`src/rtl/line_pkg.sv`:
```
// Shared types for the line segment sequencer: the buffered point record,
// sequencer states, default display size and coordinate clamp helpers.
package line_pkg;

    localparam int H_ACTIVE_DEFAULT = 800;
    localparam int V_ACTIVE_DEFAULT = 480;

    typedef struct packed {
        logic [10:0] x;
        logic [9:0]  y;
        logic        pen_up;
    } point_t;

    typedef enum logic [1:0] {IDLE, START, WAIT} seq_state_t;

    function automatic logic [10:0] clamp_x(input logic [10:0] x, input int h_active);
        return (int'(x) > h_active - 1) ? 11'(h_active - 1) : x;
    endfunction

    function automatic logic [9:0] clamp_y(input logic [9:0] y, input int v_active);
        return (int'(y) > v_active - 1) ? 10'(v_active - 1) : y;
    endfunction

endpackage

```
`src/rtl/line_segment_sequencer_if.sv`:
```
// Point stream in and segment command out of the line segment sequencer.
// The sequencer uses the slave modport; the point source and drawer sit on master.
interface line_segment_sequencer_if;

    logic        pt_valid;
    logic [10:0] pt_x;
    logic [9:0]  pt_y;
    logic        pt_pen_up;
    logic        pt_ready;
    logic [10:0] x_offset;
    logic [9:0]  y_offset;
    logic [10:0] x_final;
    logic [9:0]  y_final;
    logic        start_mark;
    logic        done_mark;
    logic        busy;

    modport slave (
        input  pt_valid, pt_x, pt_y, pt_pen_up, done_mark,
        output pt_ready, x_offset, y_offset, x_final, y_final, start_mark, busy
    );

    modport master (
        output pt_valid, pt_x, pt_y, pt_pen_up, done_mark,
        input  pt_ready, x_offset, y_offset, x_final, y_final, start_mark, busy
    );

endinterface

```
`src/rtl/point_fifo.sv`:
```
// Synchronous show-ahead FIFO of points; the head entry is visible on pop_data
// whenever the FIFO is not empty. DEPTH must be a power of two.
module point_fifo
    import line_pkg::*;
#(
    parameter int DEPTH = 8
) (
    input  logic                   clk,
    input  logic                   reset,
    input  logic                   push,
    input  point_t                 push_data,
    input  logic                   pop,
    output point_t                 pop_data,
    output logic                   full,
    output logic                   empty,
    output logic [$clog2(DEPTH):0] level
);

    localparam int AW = $clog2(DEPTH);

    point_t          mem [DEPTH];
    logic [AW-1:0]   wr_ptr;
    logic [AW-1:0]   rd_ptr;
    logic            do_push;
    logic            do_pop;

    assign full     = (level == (AW+1)'(DEPTH));
    assign empty    = (level == '0);
    assign do_push  = push && !full;
    assign do_pop   = pop && !empty;
    assign pop_data = mem[rd_ptr];

    // Pointers wrap naturally because DEPTH is a power of two
    always_ff @(posedge clk or posedge reset) begin
        if (reset) begin
            wr_ptr <= '0;
            rd_ptr <= '0;
            level  <= '0;
        end else begin
            if (do_push) wr_ptr <= wr_ptr + 1'b1;
            if (do_pop)  rd_ptr <= rd_ptr + 1'b1;
            case ({do_push, do_pop})
                2'b10:   level <= level + 1'b1;
                2'b01:   level <= level - 1'b1;
                default: level <= level;
            endcase
        end
    end

    always_ff @(posedge clk) begin
        if (do_push) mem[wr_ptr] <= push_data;
    end

endmodule

```
`src/rtl/line_segment_sequencer.sv`:
```
// Turns a buffered stream of stroke points into start/end segments for the line drawer.
// Define LINESEQ_WATCHDOG_EN to abort a segment whose done_mark never arrives.
module line_segment_sequencer
    import line_pkg::*;
#(
    parameter int FIFO_DEPTH = 8,
    parameter int H_ACTIVE   = H_ACTIVE_DEFAULT,
    parameter int V_ACTIVE   = V_ACTIVE_DEFAULT,
    parameter int TIMEOUT    = 2000000
) (
    input  logic                        clk,
    input  logic                        reset,
    line_segment_sequencer_if.slave     bus,
    output logic [$clog2(FIFO_DEPTH):0] fifo_level,
    output logic                        seg_error
);

    seq_state_t  state;
    seq_state_t  state_next;
    point_t      in_pt;
    point_t      head;
    logic [10:0] last_x;
    logic [9:0]  last_y;
    logic        last_valid;
    logic        fifo_full;
    logic        fifo_empty;
    logic        pop;
    logic        draw;
    logic        timeout;

    assign in_pt = '{x:      clamp_x(bus.pt_x, H_ACTIVE),
                     y:      clamp_y(bus.pt_y, V_ACTIVE),
                     pen_up: bus.pt_pen_up};

    assign bus.pt_ready = !fifo_full;
    assign pop          = (state == IDLE) && !fifo_empty;
    assign draw         = !head.pen_up && last_valid &&
                          ((head.x != last_x) || (head.y != last_y));
    assign bus.busy     = (state != IDLE);

    point_fifo #(.DEPTH(FIFO_DEPTH)) u_fifo (
        .clk       (clk),
        .reset     (reset),
        .push      (bus.pt_valid),
        .push_data (in_pt),
        .pop       (pop),
        .pop_data  (head),
        .full      (fifo_full),
        .empty     (fifo_empty),
        .level     (fifo_level)
    );

    always_ff @(posedge clk or posedge reset) begin
        if (reset) state <= IDLE;
        else       state <= state_next;
    end

    always_comb begin
        state_next     = state;
        bus.start_mark = 1'b0;
        unique case (state)
            IDLE:    if (pop && draw) state_next = START;
            START: begin
                bus.start_mark = 1'b1;
                state_next     = WAIT;
            end
            WAIT:    if (bus.done_mark || timeout) state_next = IDLE;
            default: state_next = IDLE;
        endcase
    end

    // Every popped point becomes the new anchor, whether or not it draws
    always_ff @(posedge clk or posedge reset) begin
        if (reset) begin
            last_x       <= '0;
            last_y       <= '0;
            last_valid   <= 1'b0;
            bus.x_offset <= '0;
            bus.y_offset <= '0;
            bus.x_final  <= '0;
            bus.y_final  <= '0;
        end else if (pop) begin
            last_x     <= head.x;
            last_y     <= head.y;
            last_valid <= 1'b1;
            if (draw) begin
                bus.x_offset <= last_x;
                bus.y_offset <= last_y;
                bus.x_final  <= head.x;
                bus.y_final  <= head.y;
            end
        end
    end

`ifdef LINESEQ_WATCHDOG_EN
    localparam int WD_W = $clog2(TIMEOUT + 1);

    logic [WD_W-1:0] wd_count;

    assign timeout = (state == WAIT) && (wd_count == WD_W'(TIMEOUT - 1));

    // Counts consecutive WAIT cycles; done_mark in the same cycle wins over timeout
    always_ff @(posedge clk or posedge reset) begin
        if (reset) begin
            wd_count  <= '0;
            seg_error <= 1'b0;
        end else begin
            if (state == WAIT && state_next == WAIT) wd_count <= wd_count + 1'b1;
            else                                     wd_count <= '0;
            if (timeout && !bus.done_mark) seg_error <= 1'b1;
        end
    end
`else
    assign timeout   = 1'b0;
    assign seg_error = 1'b0;
`endif

endmodule

```
`src/flat_wrapper.sv`:
```
// flat-port wrapper written by rule: the top's interface ports become plain ports
module line_segment_sequencer_flat import line_pkg::*;
#(
    parameter int FIFO_DEPTH = 8,
    parameter int H_ACTIVE   = H_ACTIVE_DEFAULT,
    parameter int V_ACTIVE   = V_ACTIVE_DEFAULT,
    parameter int TIMEOUT    = 2000000
)
  (clk, reset, fifo_level, seg_error, bus_pt_valid, bus_pt_x, bus_pt_y, bus_pt_pen_up, bus_done_mark, bus_pt_ready, bus_x_offset, bus_y_offset, bus_x_final, bus_y_final, bus_start_mark, bus_busy);
  line_segment_sequencer_if bus_i ();
  input  logic clk;
  input  logic reset;
  output logic [$clog2(FIFO_DEPTH):0] fifo_level;
  output logic seg_error;
  input wire logic [$bits(bus_i.pt_valid)-1:0] bus_pt_valid;
  input wire logic [$bits(bus_i.pt_x)-1:0] bus_pt_x;
  input wire logic [$bits(bus_i.pt_y)-1:0] bus_pt_y;
  input wire logic [$bits(bus_i.pt_pen_up)-1:0] bus_pt_pen_up;
  input wire logic [$bits(bus_i.done_mark)-1:0] bus_done_mark;
  output wire logic [$bits(bus_i.pt_ready)-1:0] bus_pt_ready;
  output wire logic [$bits(bus_i.x_offset)-1:0] bus_x_offset;
  output wire logic [$bits(bus_i.y_offset)-1:0] bus_y_offset;
  output wire logic [$bits(bus_i.x_final)-1:0] bus_x_final;
  output wire logic [$bits(bus_i.y_final)-1:0] bus_y_final;
  output wire logic [$bits(bus_i.start_mark)-1:0] bus_start_mark;
  output wire logic [$bits(bus_i.busy)-1:0] bus_busy;
  assign bus_i.pt_valid = bus_pt_valid;
  assign bus_i.pt_x = bus_pt_x;
  assign bus_i.pt_y = bus_pt_y;
  assign bus_i.pt_pen_up = bus_pt_pen_up;
  assign bus_i.done_mark = bus_done_mark;
  assign bus_pt_ready = bus_i.pt_ready;
  assign bus_x_offset = bus_i.x_offset;
  assign bus_y_offset = bus_i.y_offset;
  assign bus_x_final = bus_i.x_final;
  assign bus_y_final = bus_i.y_final;
  assign bus_start_mark = bus_i.start_mark;
  assign bus_busy = bus_i.busy;
  line_segment_sequencer #(.FIFO_DEPTH(FIFO_DEPTH), .H_ACTIVE(H_ACTIVE), .V_ACTIVE(V_ACTIVE), .TIMEOUT(TIMEOUT)) u_core (.clk(clk), .reset(reset), .bus(bus_i), .fifo_level(fifo_level), .seg_error(seg_error));
endmodule
```
`config.mk`:
```
export PLATFORM = sky130hd
export DESIGN_NAME = line_segment_sequencer_flat
export DESIGN_NICKNAME = d
export VERILOG_FILES = /design/src/rtl/line_pkg.sv /design/src/rtl/line_segment_sequencer_if.sv /design/src/rtl/point_fifo.sv /design/src/rtl/line_segment_sequencer.sv /design/src/flat_wrapper.sv
export SDC_FILE = /design/constraint.sdc
export NUM_CORES = 1
export LEC_CHECK = 0
export ABC_AREA = 1
export CORE_MARGIN = 3
export CORE_UTILIZATION = 59
export CTS_CLUSTER_SIZE = 24
export DETAILED_ROUTE_END_ITERATION = 16
export GPL_TIMING_DRIVEN = 0
export PLACE_DENSITY = 0.89
export SLEW_MARGIN = 20
export SYNTH_ARGS = -nofsm -noshare
export SYNTH_HDL_FRONTEND = slang
export SYNTH_SLANG_ARGS = --single-unit
```
`constraint.sdc`:
```
create_clock -name clk -period 2.8 [get_ports clk]
set_input_delay 0.28 -clock clk [delete_from_list [all_inputs] [get_ports clk]]
set_output_delay 0.28 -clock clk [all_outputs]
set_load 0.01 [all_outputs]
```
After elaboration in Yosys (flattened, before gate mapping). Memory sizes are Yosys's and may differ from the RTL's. Index checks and enable logic that the tools add are counted.

Flip-flop bits (word level): 76. RAM bits: 176. Output and inout port bits: 50. Memories kept: 1.

Add/sub/neg operators: 4. Order comparisons: 2. Eq/ne operators: 9. Mux-type cells: 9. Reduce and logical (&&, ||, !) cells: 16.

Memories: u_core.u_fifo.mem (words 8, width 22, rd ports 1, clocked after Yosys merged registers in 0, wr ports 1, RTL line point_fifo.sv:21) `point_t mem [DEPTH];`.

Operator list (count): 11-bit by 10-bit > comparator with 1-bit output (second input constant) (1); 11-bit 2-to-1 mux (1); 11-bit != test (1); 10-bit by 9-bit > comparator with 1-bit output (second input constant) (1); 10-bit 2-to-1 mux (1); 10-bit != test (1); 4-bit one-hot mux with 2 select lines (1); 3-bit by 1-bit adder with 3-bit output (second input constant) (2); 1-bit logical AND (6); 2-bit one-hot mux with 3 select lines (1); 4-bit by 1-bit adder with 4-bit output (second input constant) (1); 2-bit by 1-bit equality test with 1-bit output (second input constant) (2); 2-bit equality test (second input constant) (2); 4-bit equality test (second input constant) (1); 4-bit logical NOT (1); 2-bit 2-to-1 mux (2); 2-bit != test (second input constant) (2); 2-bit AND reduction (2); 2-bit nonzero test (2); 4-bit by 1-bit subtractor with 4-bit output (second input constant) (1); 1-bit logical NOT (3); 1-bit 2-to-1 mux (3); 2-bit logical NOT (1); 1-bit logical OR (1).

Longest topological paths before layout. An unclocked memory read counts as a cell.

Word-level depth: 7. Mapped depth: 17.

Modules after synthesis. From an unflattened synthesis, not the netlist that was laid out.

Cells, all modules: 1254. Area total of the unflattened synthesis: 11330.9 µm².

Modules (own cells, without submodules): point_fifo (times used 1, cells each 843, area an instance 8200.4 µm², sequential area each 5535.3 µm²); line_segment_sequencer (times used 1, cells each 411, area an instance 3130.5 µm², sequential area each 1651.6 µm²).

Least setup slack after synthesis. OpenSTA, ideal clock, no wires.

Kind: register to register. From: register u_core.u_fifo.level[0]. To: memory u_core.u_fifo.mem[0][0] (netlist name), enable pin. Library setup time: 401 ps. Arrival time: 2019 ps. Data required time: 2399 ps. Slack: 381 ps. Cell stages (with the launch flop): 6. Cells stage by stage: dfrtp_1 nor2_1 nand3_1 nand2_1 or2_2 nor2_1.

Longest elaborated chain between the ends: 5.

RTL lines: start, declared (RTL line point_fifo.sv:16) `output logic [$clog2(DEPTH):0] level`; start signal, assigned (RTL line point_fifo.sv:43) `2'b10: level <= level + 1'b1;`; start signal, assigned (RTL line point_fifo.sv:44) `2'b01: level <= level - 1'b1;`; start signal, assigned (RTL line point_fifo.sv:45) `default: level <= level;`; 4-bit equality test (RTL line point_fifo.sv:27) `assign full = (level == (AW+1)'(DEPTH));`; 1-bit logical NOT; net bus_pt_ready (RTL line flat_wrapper.sv:20) `output wire logic [$bits(bus_i.pt_ready)-1:0] bus_pt_ready;`; 1-bit logical AND (RTL line point_fifo.sv:29) `assign do_push = push && !full;`; 1-bit 2-to-1 mux (RTL line point_fifo.sv:51) `if (do_push) mem[wr_ptr] <= push_data;`; 1-bit 2-to-1 mux (not written as such) (RTL line point_fifo.sv:51); end, declared (RTL line point_fifo.sv:21).

The timed path passes the listed nets, and every way through them passes these cells.

Final worst setup path.
From: register u_core.u_fifo.rd_ptr[2]. To: register u_core.bus.x_offset[4].

Longest elaborated chain between the ends: 5. Elaborated cells on any way between the ends: 8.

RTL lines: start, declared (RTL line point_fifo.sv:23) `logic [AW-1:0] rd_ptr;`; start signal, assigned (RTL line point_fifo.sv:41) `if (do_pop) rd_ptr <= rd_ptr + 1'b1;`; memory 8 x 22 bit (*); 11-bit != test, or another cell as far along (RTL line line_segment_sequencer.sv:38) `((head.x != last_x) || (head.y != last_y));`; 1-bit logical OR or 1-bit logical AND (tied branches) (RTL line line_segment_sequencer.sv:38, line_segment_sequencer.sv:37); 1-bit logical AND (*) (RTL line line_segment_sequencer.sv:37) `assign draw = !head.pen_up && last_valid &&`; 2-bit AND reduction (no line) (*); end signal, assigned (RTL line line_segment_sequencer.sv:87) `bus.x_offset <= last_x;`; end, declared (RTL line line_segment_sequencer_if.sv:20) `output pt_ready, x_offset, y_offset, x_final, y_final, start_mark, busy`.

Every way passes the cells marked *; elsewhere a longest branch is shown, timed or not. A chain may end at the register's enable or synchronous reset.

==> impl_metrics.ini <==
[setup_path]
reg2reg_setup_slack_ns = 0.09
start_kind = flip-flop
timing.rr.start = u_core.u_fifo.rd_ptr[2]
critPathMaxFanout = 10
cp-end-kind = flip-flop
r2r_cells = 12
crit_type = flip-flop to flip-flop
slowest_stage = buf_1
r2r_end = u_core.bus.x_offset[4]
critPathRequiredTime_ns = 3.26
cp_data_arrival_time_ns = 3.17
critPathMaxStageDelay_ns = 0.58
cp_common_cell = nand2_1
path_cells = buf_1 > nand3_1 > nand3b_1 > nand2_1 > nor2_1 > nand2_1 > nor2_1 > nand3_2 > nand2_4 > buf_4 > nand2_1 > nand2_1

[timing]
worst_slew_pin_slew_ns = 0.710
layout_setup_ws_ns = 0.0869
period_needed_ns = 2.71
skew_ns = 0.0244
slew_headroom = 0.526
hold_viol_final = 0
slew_violations = 0
min_period_over_period = 0.969
clock.fmax_ghz = 0.369
setup_violations = 0

[layout]
nets = 1294
area_growth_pct = 21.1
fin_area_sq_um = 13300
diodes = 0
drive_above_1_share = 0.0952

[power_and_ir_drop]
pwr-share-clk = 0.217
comb_power_share = 0.438
p_int_uw = 9470
pwr-share-seq = 0.345
switching_share = 0.404
switchingPower_uw = 6420
p_per_area_nw_per_um2 = 1190
vdd_drop_max_mv = 0.801
p_leak_uw = 0.00599

[synthesis]
synth.top_cells.by_count = 414 x nand2_1, 176 x edfxtp_1, 138 x inv_1
post_synth_inst_count = 1134
synthAdderAreaFrac = 0.00751
mappedNetlistArea_sq_um = 11000
muxShareOfSynthArea = 0
async_reset_ff_frac = 0.302
synthSimpleGateAreaFrac = 0.244
ys_seq_elements = 252
synth_top_flop_cell = edfxtp_1
synth_top_family_by_area = simple AND/OR/NAND/NOR gates
synth_most_common_cell = nand2_1
yosys_warnings = 0
synth_top_area_share = 0.481
synthXorXnorAreaFrac = 0.00478
synth-edff-count = 176
netlist.top_cell.by_area = edfxtp_1
ys_seq_area_frac = 0.654
ys_types = 28
synth_compound_area_frac = 0.0201
ys_top_cells_by_area = edfxtp_1 48%, dfrtp_1 17%, nand2_1 14%
syn_avg_cell_area_sq_um = 9.70

[route]
vias_per_cell = 5.54
wirelength_um = 28700
dr.pass1.iters = 6
vias = 8367
antenna_left = 0
wl_per_cell_um = 19.0
drt_iter0_drc = 1026
route.detailed.drc = 0

[placement]
dp_hpwl_um = 19000
placed_area_sq_um = 12400
gp_congestion = 0.883
io_buffer_count = 74
dp_slack_ns = -0.0181

[floorplan]
die_width_um = 143
pin_count = 76
rows = 49
core-area_sq_um = 18100
die_h_um = 143
initial_utilization = 0.606
die-area_sq_um = 20300

[clocking]
clockBufferDepth = 3
clock_latency_ns = 0.54
clock_sink_count = 252
numCtsBuffers = 25
root_buffer = clkbuf_16
cts_tree = yes
clk_pin_slew_ns = 0.06
cts_hold_buf = 0
htreeDepth = 1

[global_route]
grt_max_degree = 45
grt_remaining_overflow = 0
grt_pass1_wl_um = 43500
grt_antenna_before_repair = 0
track_usage = 0.279
grt_pass1_vias = 8180

[flow_run]
drv_cap = 0

[outcome]
status = finished, final reports clean

[min_path]
hp-class = input port to asynchronous set/reset pin
## worst max-delay path: cells and delay by family (launching register included)
family | cells | cell delay (ns)
and+or+nand+nor | 10 | 1.39
buffers and inverters | 2 | 0.77
DFF | 1 | 0.47
## metal layers
metal	wire [um]	part of all wire	global-route usage	vias to the layer above
met1	10400	0.36	0.361	3814
met4	1240	0.043	0.127	0
met2	13900	0.49	0.464	570
met3	3080	0.11	0.0494	93
met5	0	0	0	-
li1	-	-	-	3890
## cell type report
class / count / area (sq um)
clock buffers: 30 / 648
inverters: 142 / 539
fillers: 1183 / 4830
flip-flops and latches: 252 / 7190
plain buffers: 49 / 307
repair buffers: 85 / 973
multi-input cells: 707 / 3180
well taps: 229 / 287
clock inverters: 16 / 196
## how the worst max path moves through the flow
stage,start,end,slack [ns],cells after the start
6_report,u_core.u_fifo.rd_ptr[2],u_core.bus.x_offset[4],0.09,12
5_1_grt,u_core.u_fifo.rd_ptr[0],u_core.bus.x_offset[2],-0.006,16
4_1_cts,u_core.u_fifo.rd_ptr[0],u_core.bus.y_offset[0],0.03,16
3_5_place_dp,u_core.u_fifo.rd_ptr[2],u_core.bus.y_offset[4],-0.02,12
3_3_place_gp,bus_pt_valid,u_core.u_fifo.mem[4][11],-0.63,4
2_1_floorplan,u_core.u_fifo.level[0],u_core.u_fifo.mem[0][0],0.38,5
## sequential cells by signal, summed over array words and instances (netlist names), 2 cells and up
register and cells:
u_core.bus.x_final 11, u_core.bus.x_offset 11, u_core.bus.y_final 10, u_core.bus.y_offset 10
u_core.last_x 11, u_core.last_y 10, u_core.state 2, u_core.u_fifo.level 4
u_core.u_fifo.mem 176, u_core.u_fifo.rd_ptr 3, u_core.u_fifo.wr_ptr 3
## cell families (layout without fill, tap and decap cells)
logic type               after synthesis  in the layout
buffers and inverters                191            322
other                                  1             17
XOR/XNOR                               6              6
AO/OA/AOI/OAI                         42             42
adder cells (fa/ha/maj)                6              6
AND/OR/NAND/NOR                      636            636
flip-flops                           252            252
## cell usage in the layout (no fill, tap or decap), types with 3 or more instances in the layout
master	Yosys	routed
clkinv_1	2	3
inv_1	138	137
nand3_1	137	136
clkbuf_16	0	25
bufinv_16	0	4
ha_1	5	5
buf_12	0	4
clkbuf_4	0	9
buf_16	0	5
buf_6	0	4
clkbuf_2	0	9
or2_2	15	15
clkdlybuf4s50_1	0	74
clkbuf_1	18	13
xor2_1	5	5
buf_2	20	5
nand2_1	414	414
a21oi_1	3	3
dfrtp_1	76	75
conb_1	1	17
nor2_4	0	8
o21ai_0	34	33
edfxtp_1	176	176
nor2_1	52	44
clkinv_2	0	7
nand3b_1	15	15
buf_4	7	14
## stage by stage
step	cells	utilization	hold slack (ns)	power, uW	setup TNS (ns)
2_1_floorplan	1150	-	0.379	9490	0
3_3_place_gp	1453	0.666	0.454	11600	-127.71
3_5_place_dp	1463	0.682	0.459	12100	-0.101
4_1_cts	1509	0.728	0.111	15600	0
5_1_grt	1510	0.734	0.140	16800	-0.0182
6_report	1510	0.734	0.108	15900	0
## power by group through the flow
stage	Sequential, uW	Combinational (uW)	Clock (uW)
finish	5490	6950	3450
global route	5570	7620	3640
CTS	5460	6690	3470
detailed placement	5520	6590	0
global placement	5500	6100	0
floorplan	5550	3940	0
## what timing repair did
| action | 4_1_cts | 5_1_grt |
|---|---|---|
| resized for setup | 3 | 51 |
| endpoints found under the setup margin | 40 | 44 |
| gates cloned | 0 | 0 |
| pin swaps | 0 | 2 |
| setup buffers | 0 | 1 |
(Power assumes the default switching activity.)
